`src/rtl/m_ghost_collision_n.sv`:
```
// Player-vs-ghost collision checker: scans one ghost per cycle and detects same-tile and tile-swap hits.
// It also owns the lives counter, the post-hit grace window and the sticky game-over flag.
module m_ghost_collision_n #(
    parameter int NUM_GHOSTS  = 3,
    parameter int X_W         = 5,
    parameter int Y_W         = 4,
    parameter int LIVES_INIT  = 3,
    parameter int GRACE_TICKS = 8,
    parameter int CROSS_CHECK = 1
) (
    input  logic                      clock,
    input  logic                      reset,
    input  logic                      enable,
    input  logic                      tick,
    input  logic [X_W-1:0]            player_x,
    input  logic [Y_W-1:0]            player_y,
    input  logic [NUM_GHOSTS*X_W-1:0] ghost_x,
    input  logic [NUM_GHOSTS*Y_W-1:0] ghost_y,
    output logic                      finished,
    output logic                      ghost_collision,
    output logic [NUM_GHOSTS-1:0]     hit_mask,
    output logic [3:0]                hit_index,
    output logic [3:0]                lives,
    output logic                      grace_active,
    output logic                      game_over
);

    localparam int IDX_W = (NUM_GHOSTS > 1) ? $clog2(NUM_GHOSTS) : 1;
    localparam int G_W   = (GRACE_TICKS > 0) ? $clog2(GRACE_TICKS + 1) : 1;

    typedef enum logic [1:0] {S_IDLE, S_SCAN, S_RESOLVE, S_DONE} state_t;

    state_t                r_state;
    logic [IDX_W-1:0]      r_idx;
    logic [NUM_GHOSTS-1:0] r_work;
    logic [G_W-1:0]        r_grace;
    logic                  r_prev_valid;

    logic [X_W-1:0] r_px, r_prev_px;
    logic [Y_W-1:0] r_py, r_prev_py;
    logic [X_W-1:0] r_gx      [NUM_GHOSTS];
    logic [Y_W-1:0] r_gy      [NUM_GHOSTS];
    logic [X_W-1:0] r_prev_gx [NUM_GHOSTS];
    logic [Y_W-1:0] r_prev_gy [NUM_GHOSTS];

    logic w_start, w_same, w_cross, w_hit, w_counted;

    function automatic logic [3:0] lowest_set(input logic [NUM_GHOSTS-1:0] mask);
        lowest_set = 4'd0;
        for (int i = NUM_GHOSTS - 1; i >= 0; i--)
            if (mask[i]) lowest_set = 4'(i);
    endfunction

    assign w_start   = enable && (r_state == S_IDLE || r_state == S_DONE);
    assign w_counted = (|r_work) && (r_grace == '0) && (lives != 4'd0);

    always_comb begin
        w_same  = (r_px == r_gx[r_idx]) && (r_py == r_gy[r_idx]);
        w_cross = (CROSS_CHECK != 0) && r_prev_valid
               && (r_px == r_prev_gx[r_idx]) && (r_py == r_prev_gy[r_idx])
               && (r_gx[r_idx] == r_prev_px) && (r_gy[r_idx] == r_prev_py);
        w_hit   = w_same || w_cross;
    end

    // NOTE: snapshot and history registers are deliberately left out of reset; they are
    // always written before being read, and r_prev_valid guards the history copy.
    always_ff @(posedge clock) begin
        if (w_start) begin
            r_px <= player_x;
            r_py <= player_y;
            for (int i = 0; i < NUM_GHOSTS; i++) begin
                r_gx[i] <= ghost_x[i*X_W +: X_W];
                r_gy[i] <= ghost_y[i*Y_W +: Y_W];
            end
        end
        if (r_state == S_RESOLVE) begin
            r_prev_px <= r_px;
            r_prev_py <= r_py;
            for (int i = 0; i < NUM_GHOSTS; i++) begin
                r_prev_gx[i] <= r_gx[i];
                r_prev_gy[i] <= r_gy[i];
            end
        end
    end

    always_ff @(posedge clock or posedge reset) begin
        if (reset) begin
            r_state         <= S_IDLE;
            r_idx           <= '0;
            r_work          <= '0;
            r_prev_valid    <= 1'b0;
            finished        <= 1'b0;
            ghost_collision <= 1'b0;
            hit_mask        <= '0;
            hit_index       <= 4'd0;
            lives           <= 4'(LIVES_INIT);
            game_over       <= 1'b0;
        end else begin
            case (r_state)
                S_IDLE, S_DONE: begin
                    if (enable) begin
                        r_work   <= '0;
                        r_idx    <= '0;
                        finished <= 1'b0;
                        r_state  <= S_SCAN;
                    end else if (r_state == S_DONE) begin
                        finished <= 1'b1;
                    end
                end
                S_SCAN: begin
                    r_work[r_idx] <= w_hit;
                    if (r_idx == IDX_W'(NUM_GHOSTS - 1)) r_state <= S_RESOLVE;
                    else                                 r_idx   <= r_idx + 1'b1;
                end
                S_RESOLVE: begin
                    hit_mask        <= r_work;
                    ghost_collision <= |r_work;
                    hit_index       <= lowest_set(r_work);
                    r_prev_valid    <= 1'b1;
                    if (w_counted) begin
                        lives <= lives - 4'd1;
                        if (lives == 4'd1) game_over <= 1'b1;
                    end
                    r_state <= S_DONE;
                end
                default: r_state <= S_IDLE;
            endcase
        end
    end

    // A counted hit reloads the window and wins over a coincident tick.
    always_ff @(posedge clock or posedge reset) begin
        if (reset)                                r_grace <= '0;
        else if (r_state == S_RESOLVE && w_counted) r_grace <= G_W'(GRACE_TICKS);
        else if (tick && r_grace != '0)           r_grace <= r_grace - 1'b1;
    end

    assign grace_active = (r_grace != '0);

endmodule

```
`config.mk`:
```
export PLATFORM = sky130hd
export DESIGN_NAME = m_ghost_collision_n
export DESIGN_NICKNAME = d
export VERILOG_FILES = /design/src/rtl/m_ghost_collision_n.sv
export SDC_FILE = /design/constraint.sdc
export NUM_CORES = 1
export LEC_CHECK = 0
export ABC_AREA = 1
export BUFFER_PORTS_ARGS = -buffer_cell sky130_fd_sc_hd__buf_2
export CAP_MARGIN = 20
export CORE_MARGIN = 2
export CORE_UTILIZATION = 35
export CTS_CLUSTER_SIZE = 40
export DETAILED_ROUTE_END_ITERATION = 7
export GPL_TIMING_DRIVEN = 1
export PLACE_DENSITY_LB_ADDON = 0.15
export SETUP_SLACK_MARGIN = 0.05
export SLEW_MARGIN = 25
export SYNTH_ARGS = -nofsm -noshare
export SYNTH_HDL_FRONTEND = slang
export SYNTH_SLANG_ARGS = --single-unit
```
`constraint.sdc`:
```
create_clock -name clock -period 8.45 [get_ports clock]
set_input_delay 0.4225 -clock clock [delete_from_list [all_inputs] [get_ports clock]]
set_output_delay 0.4225 -clock clock [all_outputs]
set_load 0.005 [all_outputs]
```
==> results of run 1 <==
## area by class of cell
| class | instances | area [sq um] | share of cell area [%] |
|---|---|---|---|
| flip-flops and latches | 96 | 2770 | 54.4 |
| multi-input cells | 277 | 1360 | 26.8 |
| repair buffers | 53 | 268 | 5.27 |
| clock buffers | 12 | 236 | 4.65 |
| well taps | 168 | 210 | 4.13 |
| inverters | 46 | 173 | 3.40 |
| clock inverters | 4 | 68.8 | 1.35 |
## layout by cell type, fill, tap and decap left out, types with 2 or more instances in the layout
cell         n
ha_1         9
nor2_1      18
clkbuf_16    9
clkinv_1     2
dfstp_2      2
clkbuf_1     3
a21oi_1      4
xor2_1       8
o21ai_0     14
dfrtp_1     22
nand4_1      3
nand2_1    138
nand3b_1     2
nand3_1     49
o211ai_1     3
buf_2       52
nor3_1       4
bufinv_16    2
or2_1        8
conb_1       2
inv_1       44
edfxtp_1    72
or2_2        7
## logic make-up after synthesis
logic type	after synthesis	synth area share, %
flip-flops	96	63.6
AO/OA/AOI/OAI	25	3.31
XOR/XNOR	8	1.61
AND/OR/NAND/NOR	232	23.1
adder cells (fa/ha/maj)	10	2.88
other	1	0.0863
buffers and inverters	56	5.36
## sequential cells by signal, summed over array words and instances (netlist names)
name / cells
finished: 1
game_over: 1
ghost_collision: 1
hit_index: 2
hit_mask: 3
lives: 4
r_grace: 4
r_gx: 15
r_gy: 12
r_idx: 2
r_prev_gx: 15
r_prev_gy: 12
r_prev_px: 5
r_prev_py: 4
r_prev_valid: 1
r_px: 5
r_py: 4
r_state: 2
r_work: 3
## stage by stage
stage	area [sq um]	instances	hold WS, ns
after floorplan	4350	429	0.418
after global placement	4770	640	0.441
after detailed placement	4770	640	0.439
after CTS	5070	656	0.233
after global routing	5080	656	0.191
final	5080	656	0.141
## layer usage
layer	part of all wire [%]	wire length [um]	global-route usage (%)
met1	49	4040	18.0
met2	45	3670	20.4
met3	3.4	277	3.45
met4	2.4	199	7.39
met5	0	0	0
## worst reg2reg max path, cell delays in order, from the launching register on
cell     delay (ns)
dfrtp_1        0.87
inv_1          0.60
nand2_1        0.18
nand3_1        0.10
nand3_1        0.15
nand2_1        0.07
nor2_1         0.12
nand2_1        0.06
nor2_1         0.11
nand3_1        0.08
nand2_1        0.14
nand2_1        0.07
nand2_1        0.05
## power by group
group	switching, mW	internal [mW]	leakage, nW	total, mW
Combinational	0.323	0.160	1.19	0.482
Sequential	0.0780	0.677	0.988	0.755
Clock	0.166	0.258	0.148	0.424
Total	0.566	1.09	2.32	1.66
## final timing paths
path | startpoint | to | slack (ns) | cells after the start
setup / recovery | r_idx[0] | r_work[1] | 5.79 | 12
hold / removal | reset | game_over | 0.14 | 2
setup reg to reg | r_idx[0] | r_work[1] | 5.79 | 12
hold reg to reg | r_gy[2][2] | r_prev_gy[2][2] | 0.45 | 0
max in group asynchronous | reset | ghost_collision | 7.90 | 2
min in group clock | ghost_x[13] | r_gx[2][3] | 0.25 | 1
==> results_dict.tcl, run 1 <==
set metrics [dict create \
    synthCells 428 \
    drv_cap 0 \
    num_io_pins 55 \
    post_synth_most_frequent_cells "nand2_1 (138), edfxtp_1 (72), nand3_1 (49)" \
    antenna_violations_before_repair 0 \
    worst_path_max_fanout 24 \
    post_synth_main_area_contributors "edfxtp_1 (50%), dfrtp_1 (13%), nand2_1 (12%), nand3_1 (5.6%), inv_1 (3.9%)" \
    worstSkewPairLatency_ns 0.34 \
    via_count 2946 \
    cts_num_sinks 96 \
    synth.distinct_cells 30 \
    grt_util_all_layers_pct 13.6 \
    crit_type "register to register" \
    post_drt_via_cell_ratio 4.49 \
    final.period_utilization_pct 31.5 \
    area.growth.synth_to_final_pct 17.0 \
    hp-class "input pin to async pin" \
    cts-buffers-inserted 9 \
    syn-mean-instance-area_sq_um 10.2 \
    post_cts_hold_buffer_count 0 \
    cts.repair_timing.setup_buffer_count 0 \
    status "finished, final reports clean" \
    fin_crit_ns 2.66 \
    htree_num_levels 3 \
    syn-cell-area_sq_um 4350 \
    crit_required_ns 8.74 \
    fin_util_pct 42.2 \
    relSlewSlack_pct 41.2 \
    clock_tree.buffer_depth 2 \
    fin_nets 533 \
    synth_most_common_cell "nand2_1" \
    post-place-ws_ns 5.46 \
    power_per_cell_area_nw_per_um2 327 \
    async_reset_ff_share_pct 25.0 \
    routedWlPerCell_um 12.5 \
    die_width_um 115 \
    finalHoldViolCount 0 \
    final_layout_size_suffix_gt1_share_pct 16.0 \
    number_of_resized_instances_in_the_post_cts_repair_step 0 \
    synth.yosys.seq_area_share_pct 63.6 \
    filler_cell_count 1145 \
    final.setup_skew_ns 0.00682 \
    synth_warnings 0 \
    worst_slack_ns 5.79 \
    synth-seq-cells 96 \
    antenna_left 0 \
    power.ir.vdd_worst_mv 0.152 \
    timing.critical_path.slowest_cell_delay_ns 0.87 \
    p_leak_nw 2.32 \
    cp_cell_sequence "inv_1 > nand2_1 > nand3_1 > nand3_1 > nand2_1 > nor2_1 > nand2_1 > nor2_1 > nand3_1 > nand2_1 > nand2_1 > nand2_1" \
    drt_drc_violations_left 0 \
    synth-edff-count 72 \
    setup_viol 0 \
    worst-endpoint-arrival_ns 2.95 \
    ctsRootBufferMaster "clkbuf_16" \
    placement_rows 40 \
    grt_pass1_wl_mm 13.7 \
    fp.dieArea_sq_um 13300 \
    grt.overflow.total 0 \
    core_outline_area_sq_um 12100 \
    critical_path.n_buffers_inverters 1 \
    critical-path-top-cell-by-count "nand2_1" \
    vias_in_the_first_global_route 2844 \
    final_max_slew_viol_count 0 \
    critical_path.top_delay_family "simple AND/OR/NAND/NOR gates" \
    timing.fmax_ghz 0.376 \
    initial_core_util_pct 36.0 \
    slowest_stage "dfrtp_1" \
    place.port_buffers 52 \
    drt_wl_total_mm 8.19 \
    endpoint_kind "register" \
    max_slew.worst_pin.slew_ns 0.876 \
    post-synth-top-area-cell "edfxtp_1" \
    worst_setup_hold_path_clk_slew_ns 0.06 \
    tritoncts "built" \
    grt_max_degree 47 \
    gp_congestion 0.811 \
    cp-start-kind "register" \
    setup_tns_ns 0 \
    firstDrtPassIters 4 \
    top_area_cell_type_share_of_the_netlist_area_pct 49.8 \
    first_drt_iteration_drcs 108 \
    postSynth.topFlopCell "edfxtp_1" \
    total_power_mw 1.66 \
    chipHeight_um 115 \
    diode_count 0 \
    detailedPlacementHpwl_mm 5.72 \
    grt_setup_unrepaired "no" \
]
(Power assumes the default switching activity.)
==> inputs of run 2 (changes only) <==
==> constraint.sdc (replaced) <==
create_clock -name clock -period 2.45 [get_ports clock]
set_input_delay 0.1225 -clock clock [delete_from_list [all_inputs] [get_ports clock]]
set_output_delay 0.1225 -clock clock [all_outputs]
set_load 0.005 [all_outputs]
==> results_dict.tcl, run 2 (synthesis results as in run 1) <==
set metrics [dict create \
    antenna_left 0 \
    relSlewSlack_pct 41.6 \
    number_of_cells_after_detailed_placement 645 \
    cp_cell_sequence "inv_1 > ha_1 > nor3b_1 > nor3_1 > inv_1 > nand2_1 > o22a_1 > inv_1" \
    status "finished, final reports clean" \
    initial_core_util_pct 36.0 \
    placement_rows 40 \
    worst_path_max_fanout 6 \
    layout_top_registers "r_gx (15), r_prev_gx (15)" \
    worst-endpoint-arrival_ns 2.31 \
    grt_use_met2_pct 21.5 \
    max_slew.worst_pin.slew_ns 0.871 \
    fin_nets 575 \
    worstSkewPairLatency_ns 0.34 \
    num_io_pins 55 \
    cts_num_sinks 96 \
    power.ir.vdd_worst_mv 0.455 \
    ctsRootBufferMaster "clkbuf_16" \
    detailedPlacementHpwl_mm 5.90 \
    most_common_cell_after_layout_fill_and_taps_aside "nand2_1" \
    worst_setup_hold_path_clk_slew_ns 0.07 \
    crit_required_ns 2.69 \
    final.period_utilization_pct 84.2 \
    timing.fmax_ghz 0.485 \
    diode_count 0 \
    core_outline_area_sq_um 12100 \
    grt_util_all_layers_pct 13.9 \
    final_non_filler_cell_total 698 \
    fin_area_sq_um 5480 \
    die_width_um 115 \
    critical-path-top-cell-by-count "inv_1" \
    p_leak_nw 2.49 \
    clock_tree.buffer_depth 2 \
    gp_congestion 0.832 \
    globalRouteMet3Util_pct 3.40 \
    final_max_slew_viol_count 0 \
    chipHeight_um 115 \
    grt_setup_unrepaired "no" \
    via_count 3077 \
    setup_tns_ns 0 \
    drv_cap 0 \
    final_layout_size_suffix_gt1_share_pct 16.2 \
    endpoint_kind "register" \
    fp.dieArea_sq_um 13300 \
    drt_wl_total_mm 8.54 \
    tritoncts "built" \
    dpl-instance-area_sq_um 4820 \
    power_per_cell_area_nw_per_um2 1050 \
    met1_usage_pct 18.6 \
    htree_num_levels 3 \
    crit_type "register to register" \
    vias_in_the_first_global_route 2939 \
    layout.cells.most_common_list "nand2_1 (138), edfxtp_1 (72), buf_2 (52)" \
    area.growth.synth_to_final_pct 26.1 \
    firstDrtPassIters 5 \
    grt_pass1_wl_mm 14.0 \
    grt.overflow.total 0 \
    cts-buffers-inserted 9 \
    busiest_layer "met2" \
    first_drt_iteration_drcs 168 \
    grt_max_degree 47 \
    routedWlPerCell_um 12.2 \
    hp-class "input pin to register" \
    fin_crit_ns 2.06 \
    finalHoldViolCount 0 \
    place.port_buffers 52 \
    timing.critical_path.slowest_cell_delay_ns 0.57 \
    post_drt_via_cell_ratio 4.41 \
    slowest_stage "nor3_1" \
    antenna_violations_before_repair 0 \
    final.setup_skew_ns 0.00516 \
    cp-start-kind "register" \
    cts.repair_timing.setup_buffer_count 0 \
    filler_cell_count 1136 \
    setup_viol 0 \
    drt_drc_violations_left 0 \
]
[run 2: worst paths after layout]
| kind | startpoint | end | slack, ns | cells after the start |
|---|---|---|---|---|
| worst max-delay path | lives[0] | r_grace[1] | 0.39 | 8 |
| worst min-delay path | enable | finished | 0.11 | 4 |
| worst max register to register | lives[0] | r_grace[1] | 0.39 | 8 |
| worst min register to register | r_gx[0][1] | r_prev_gx[0][1] | 0.46 | 0 |
| max in group asynchronous | reset | r_work[1] | 1.65 | 3 |
| min in group asynchronous | reset | r_grace[0] | 0.39 | 3 |
[run 2: metrics by stage]
step / hold slack [ns] / utilization (%) / setup WS [ns] / total power, mW
floorplan: 0.136 / - / 0.107 / 3.81
global placement: 0.299 / 40.0 / 0.347 / 4.37
detailed placement: 0.301 / 40.0 / 0.299 / 4.39
CTS: 0.00566 / 45.3 / 0.285 / 5.83
global route: 0.126 / 45.4 / 0.143 / 6.20
finish: 0.105 / 45.4 / 0.388 / 5.74
[run 2: power breakdown]
group / total, mW / switching [mW] / internal, mW
clock network: 1.38 / 0.597 / 0.785
registers: 2.55 / 0.215 / 2.33
logic: 1.81 / 1.19 / 0.627
[run 2: worst max-delay path: cells and delay by family, from the launching register on]
| kind | cells | cell delay (ns) |
|---|---|---|
| compound gates | 1 | 0.12 |
| fa+ha+maj | 1 | 0.20 |
| buf+inv | 3 | 0.27 |
| flops | 1 | 0.56 |
| simple gates | 3 | 0.81 |
[run 2: layout make-up]
| cell class | count | area, sq um | area share [%] |
|---|---|---|---|
| Clock buffer | 10 | 229 | 4.18 |
| Clock inverter | 6 | 60.1 | 1.10 |
| Inverter | 46 | 175 | 3.20 |
| Multi-Input combinational cell | 277 | 1350 | 24.7 |
| Sequential cell | 96 | 2770 | 50.4 |
| Tap cell | 168 | 210 | 3.83 |
| Timing Repair Buffer | 95 | 688 | 12.6 |
[run 2: routing by layer]
layer  vias up  routed length (um)
li1       1604                   -
met1      1398                4200
met2        63                3880
met3        12                 304
met4         0                 151
met5         -                   0
[run 2: what timing repair did]
item,4_1_cts,5_1_grt
hold buffers,36,1
hold endpoints to repair,36,22
endpoints found under the setup margin,0,3
resized for setup,0,2
==> inputs of run 3 (changes only) <==
--- a/config.mk
+++ b/config.mk
@@ -5,7 +5,7 @@
 export SDC_FILE = /design/constraint.sdc
 export NUM_CORES = 1
 export LEC_CHECK = 0
-export ABC_AREA = 1
+export ABC_AREA = 0
 export BUFFER_PORTS_ARGS = -buffer_cell sky130_fd_sc_hd__buf_2
 export CAP_MARGIN = 20
 export CORE_MARGIN = 2
==> constraint.sdc (replaced) <==
create_clock -name clock -period 2.1 [get_ports clock]
set_input_delay 0.105 -clock clock [delete_from_list [all_inputs] [get_ports clock]]
set_output_delay 0.105 -clock clock [all_outputs]
set_load 0.005 [all_outputs]
==> results_dict.tcl, run 3 <==
set metrics [dict create \
    status "finished, final reports clean" \
    antenna_violations_before_repair 0 \
    synth.distinct_cells 51 \
    synth-edff-count 72 \
    final.setup_skew_ns 0.00914 \
    final_non_filler_cell_total 587 \
    crit-reg2reg-launch "r_idx[0]" \
    timing.reg2reg.worst_path_depth 8 \
    post_synth_main_area_contributors "edfxtp_1 (50%), dfrtp_1 (13%), mux2i_1 (4.0%), xnor2_1 (3.5%), ha_1 (2.9%)" \
    vias_in_the_first_global_route 2879 \
    final_max_slew_viol_count 0 \
    postSynth.topFlopCell "edfxtp_1" \
    synth_compound_gate_area_share_pct 8.83 \
    number_of_cells_after_detailed_placement 529 \
    worst_setup_hold_path_clk_slew_ns 0.07 \
    grt_max_degree 37 \
    synth_xor_area_share_pct 4.88 \
    ctsRootBufferMaster "clkbuf_16" \
    setup_tns_ns 0 \
    setup_viol 0 \
    placement_rows 40 \
    busiest_layer "met2" \
    crit_start "r_idx[0]" \
    cts-buffers-inserted 9 \
    post_synthesis_share_of_cell_area_spent_on_full_adders_half_adders_and_majority_gates_pct 2.91 \
    syn-mean-instance-area_sq_um 13.5 \
    post_drt_via_cell_ratio 4.78 \
    die_width_um 115 \
    clock_tree.buffer_depth 2 \
    combinational_family_with_the_most_area_after_synthesis "compound AO/OA/AOI/OAI gates" \
    initial_core_util_pct 35.8 \
    crit_type "register to register" \
    gp_congestion 0.759 \
    hp-class "input pin to register" \
    mux_contribution_to_synthesized_area_pct 6.71 \
    place.port_buffers 52 \
    filler_cell_count 1090 \
    fp.dieArea_sq_um 13200 \
    crit_required_ns 2.38 \
    detailedPlacementHpwl_mm 5.95 \
    num_io_pins 55 \
    drt_drc_violations_left 0 \
    timing.fmax_ghz 0.489 \
    grt.overflow.total 0 \
    async_reset_ff_share_pct 25.0 \
    diode_count 0 \
    power_per_cell_area_nw_per_um2 1240 \
    tritoncts "built" \
    post-synth-top-area-cell "edfxtp_1" \
    layout.cells.most_common_list "edfxtp_1 (72), buf_2 (52), dlygate4sd3_1 (37)" \
    dpl-instance-area_sq_um 4880 \
    drv_cap 0 \
    reg2reg_to "r_work[2]" \
    p_leak_nw 2.22 \
    worstSkewPairLatency_ns 0.35 \
    worst_slack_ns 0.0535 \
    reg2reg_setup_slack_ns 0.05 \
    grt_pass1_wl_mm 14.4 \
    synthCells 319 \
    drt_wl_total_mm 8.84 \
    htree_num_levels 3 \
    routedWlPerCell_um 15.1 \
    endpoint "r_work[2]" \
    grt_use_met2_pct 22.8 \
    top_area_cell_type_share_of_the_netlist_area_pct 50.2 \
    post_synth_most_frequent_cells "edfxtp_1 (72), dfrtp_1 (22), inv_1 (22)" \
    finalHoldViolCount 0 \
    endpoint_kind "register" \
    firstDrtPassIters 4 \
    max_slew.worst_pin.slew_ns 0.510 \
    syn-cell-area_sq_um 4310 \
    core_outline_area_sq_um 12000 \
    synth-seq-cells 96 \
    globalRouteMet3Util_pct 4.16 \
    layout_top_registers "r_gx (15), r_prev_gx (15)" \
    worst_hold_slack_ns 0.0497 \
    chipHeight_um 115 \
    synth_most_common_cell "edfxtp_1" \
    synth_simple_gate_area_share_pct 8.66 \
    fin_crit_ns 2.05 \
    cts_num_sinks 96 \
    fin_nets 485 \
    via_count 2807 \
    final_layout_size_suffix_gt1_share_pct 28.0 \
    fin_area_sq_um 5670 \
    worst-endpoint-arrival_ns 2.33 \
    relSlewSlack_pct 65.7 \
    first_drt_iteration_drcs 103 \
    worst_path_max_fanout 6 \
    antenna_left 0 \
    met1_usage_pct 18.7 \
    final.period_utilization_pct 97.5 \
    area.growth.synth_to_final_pct 31.7 \
    most_common_cell_after_layout_fill_and_taps_aside "edfxtp_1" \
    synth_warnings 0 \
    grt_setup_unrepaired "yes" \
    cp-start-kind "register" \
    grt_util_all_layers_pct 14.4 \
    synth.yosys.seq_area_share_pct 64.2 \
    power.ir.vdd_worst_mv 0.596 \
    post-place-ws_ns -0.0172 \
]
## run 3: report_power, final
group	switching [mW]	internal [mW]	leakage, nW
clock network	0.661	0.911	0.138
logic	1.27	1.16	1.11
registers	0.331	2.68	0.975
## run 3: logic make-up (layout without fill, tap and decap cells)
logic type / Yosys count / in the layout
buf+inv: 34 / 154
other cells: 1 / 2
simple gates: 73 / 73
xor+xnor: 24 / 24
mux: 27 / 27
compound gates: 54 / 54
flops: 96 / 96
fa+ha+maj: 10 / 10
## run 3: cell type report
class                   instances  area [sq um]  share of cell area [%]
repair buffers                115           872                    15.4
flip-flops and latches         96          2770                    48.8
clock buffers                  11           233                    4.10
well taps                     147           184                    3.24
clock inverters                 5          47.5                   0.838
multi-input cells             190          1480                    26.1
inverters                      23          86.3                    1.52
## run 3: worst min-delay path by stage
stage           from          to  slack [ns]  cells after the start
3_3_place_gp   reset    finished        0.17                      3
6_report        tick  r_grace[2]        0.05                      3
3_5_place_dp   reset  r_state[0]        0.18                      3
2_1_floorplan  reset    finished        0.12                      1
5_1_grt         tick  r_grace[2]        0.08                      3
4_1_cts         tick  r_grace[2]        0.03                      3
## run 3: repair_timing
item | 4_1_cts | 5_1_grt
setup buffers | 4 | 0
hold endpoints to repair | 58 | 0
pin swaps | 5 | 14
gates resized for setup | 4 | 20
setup endpoints to repair | 3 | 3
hold buffers | 37 | 0
gates cloned | 0 | 1
## run 3: through the flow
step | total power, mW | util, %
after floorplan | 4.44 | -
after global placement | 5.15 | 40.6
after detailed placement | 5.18 | 40.6
after CTS | 6.91 | 46.4
after global routing | 7.47 | 47.2
final | 7.02 | 47.2
## run 3: layer usage
metal / up-vias / part of all wire (%)
met5: - / 0
met4: 0 / 1.4
met3: 13 / 3.2
met1: 1342 / 49
met2: 57 / 47
li1: 1395 / -
## run 3: critical path: stages, from the launching register on
cell	delay, ns
dfrtp_2	0.48
clkbuf_16	0.20
mux2_1	0.33
o211ai_1	0.18
nand4_1	0.17
nor4b_2	0.29
buf_4	0.16
nand3_1	0.08
nand3_1	0.09
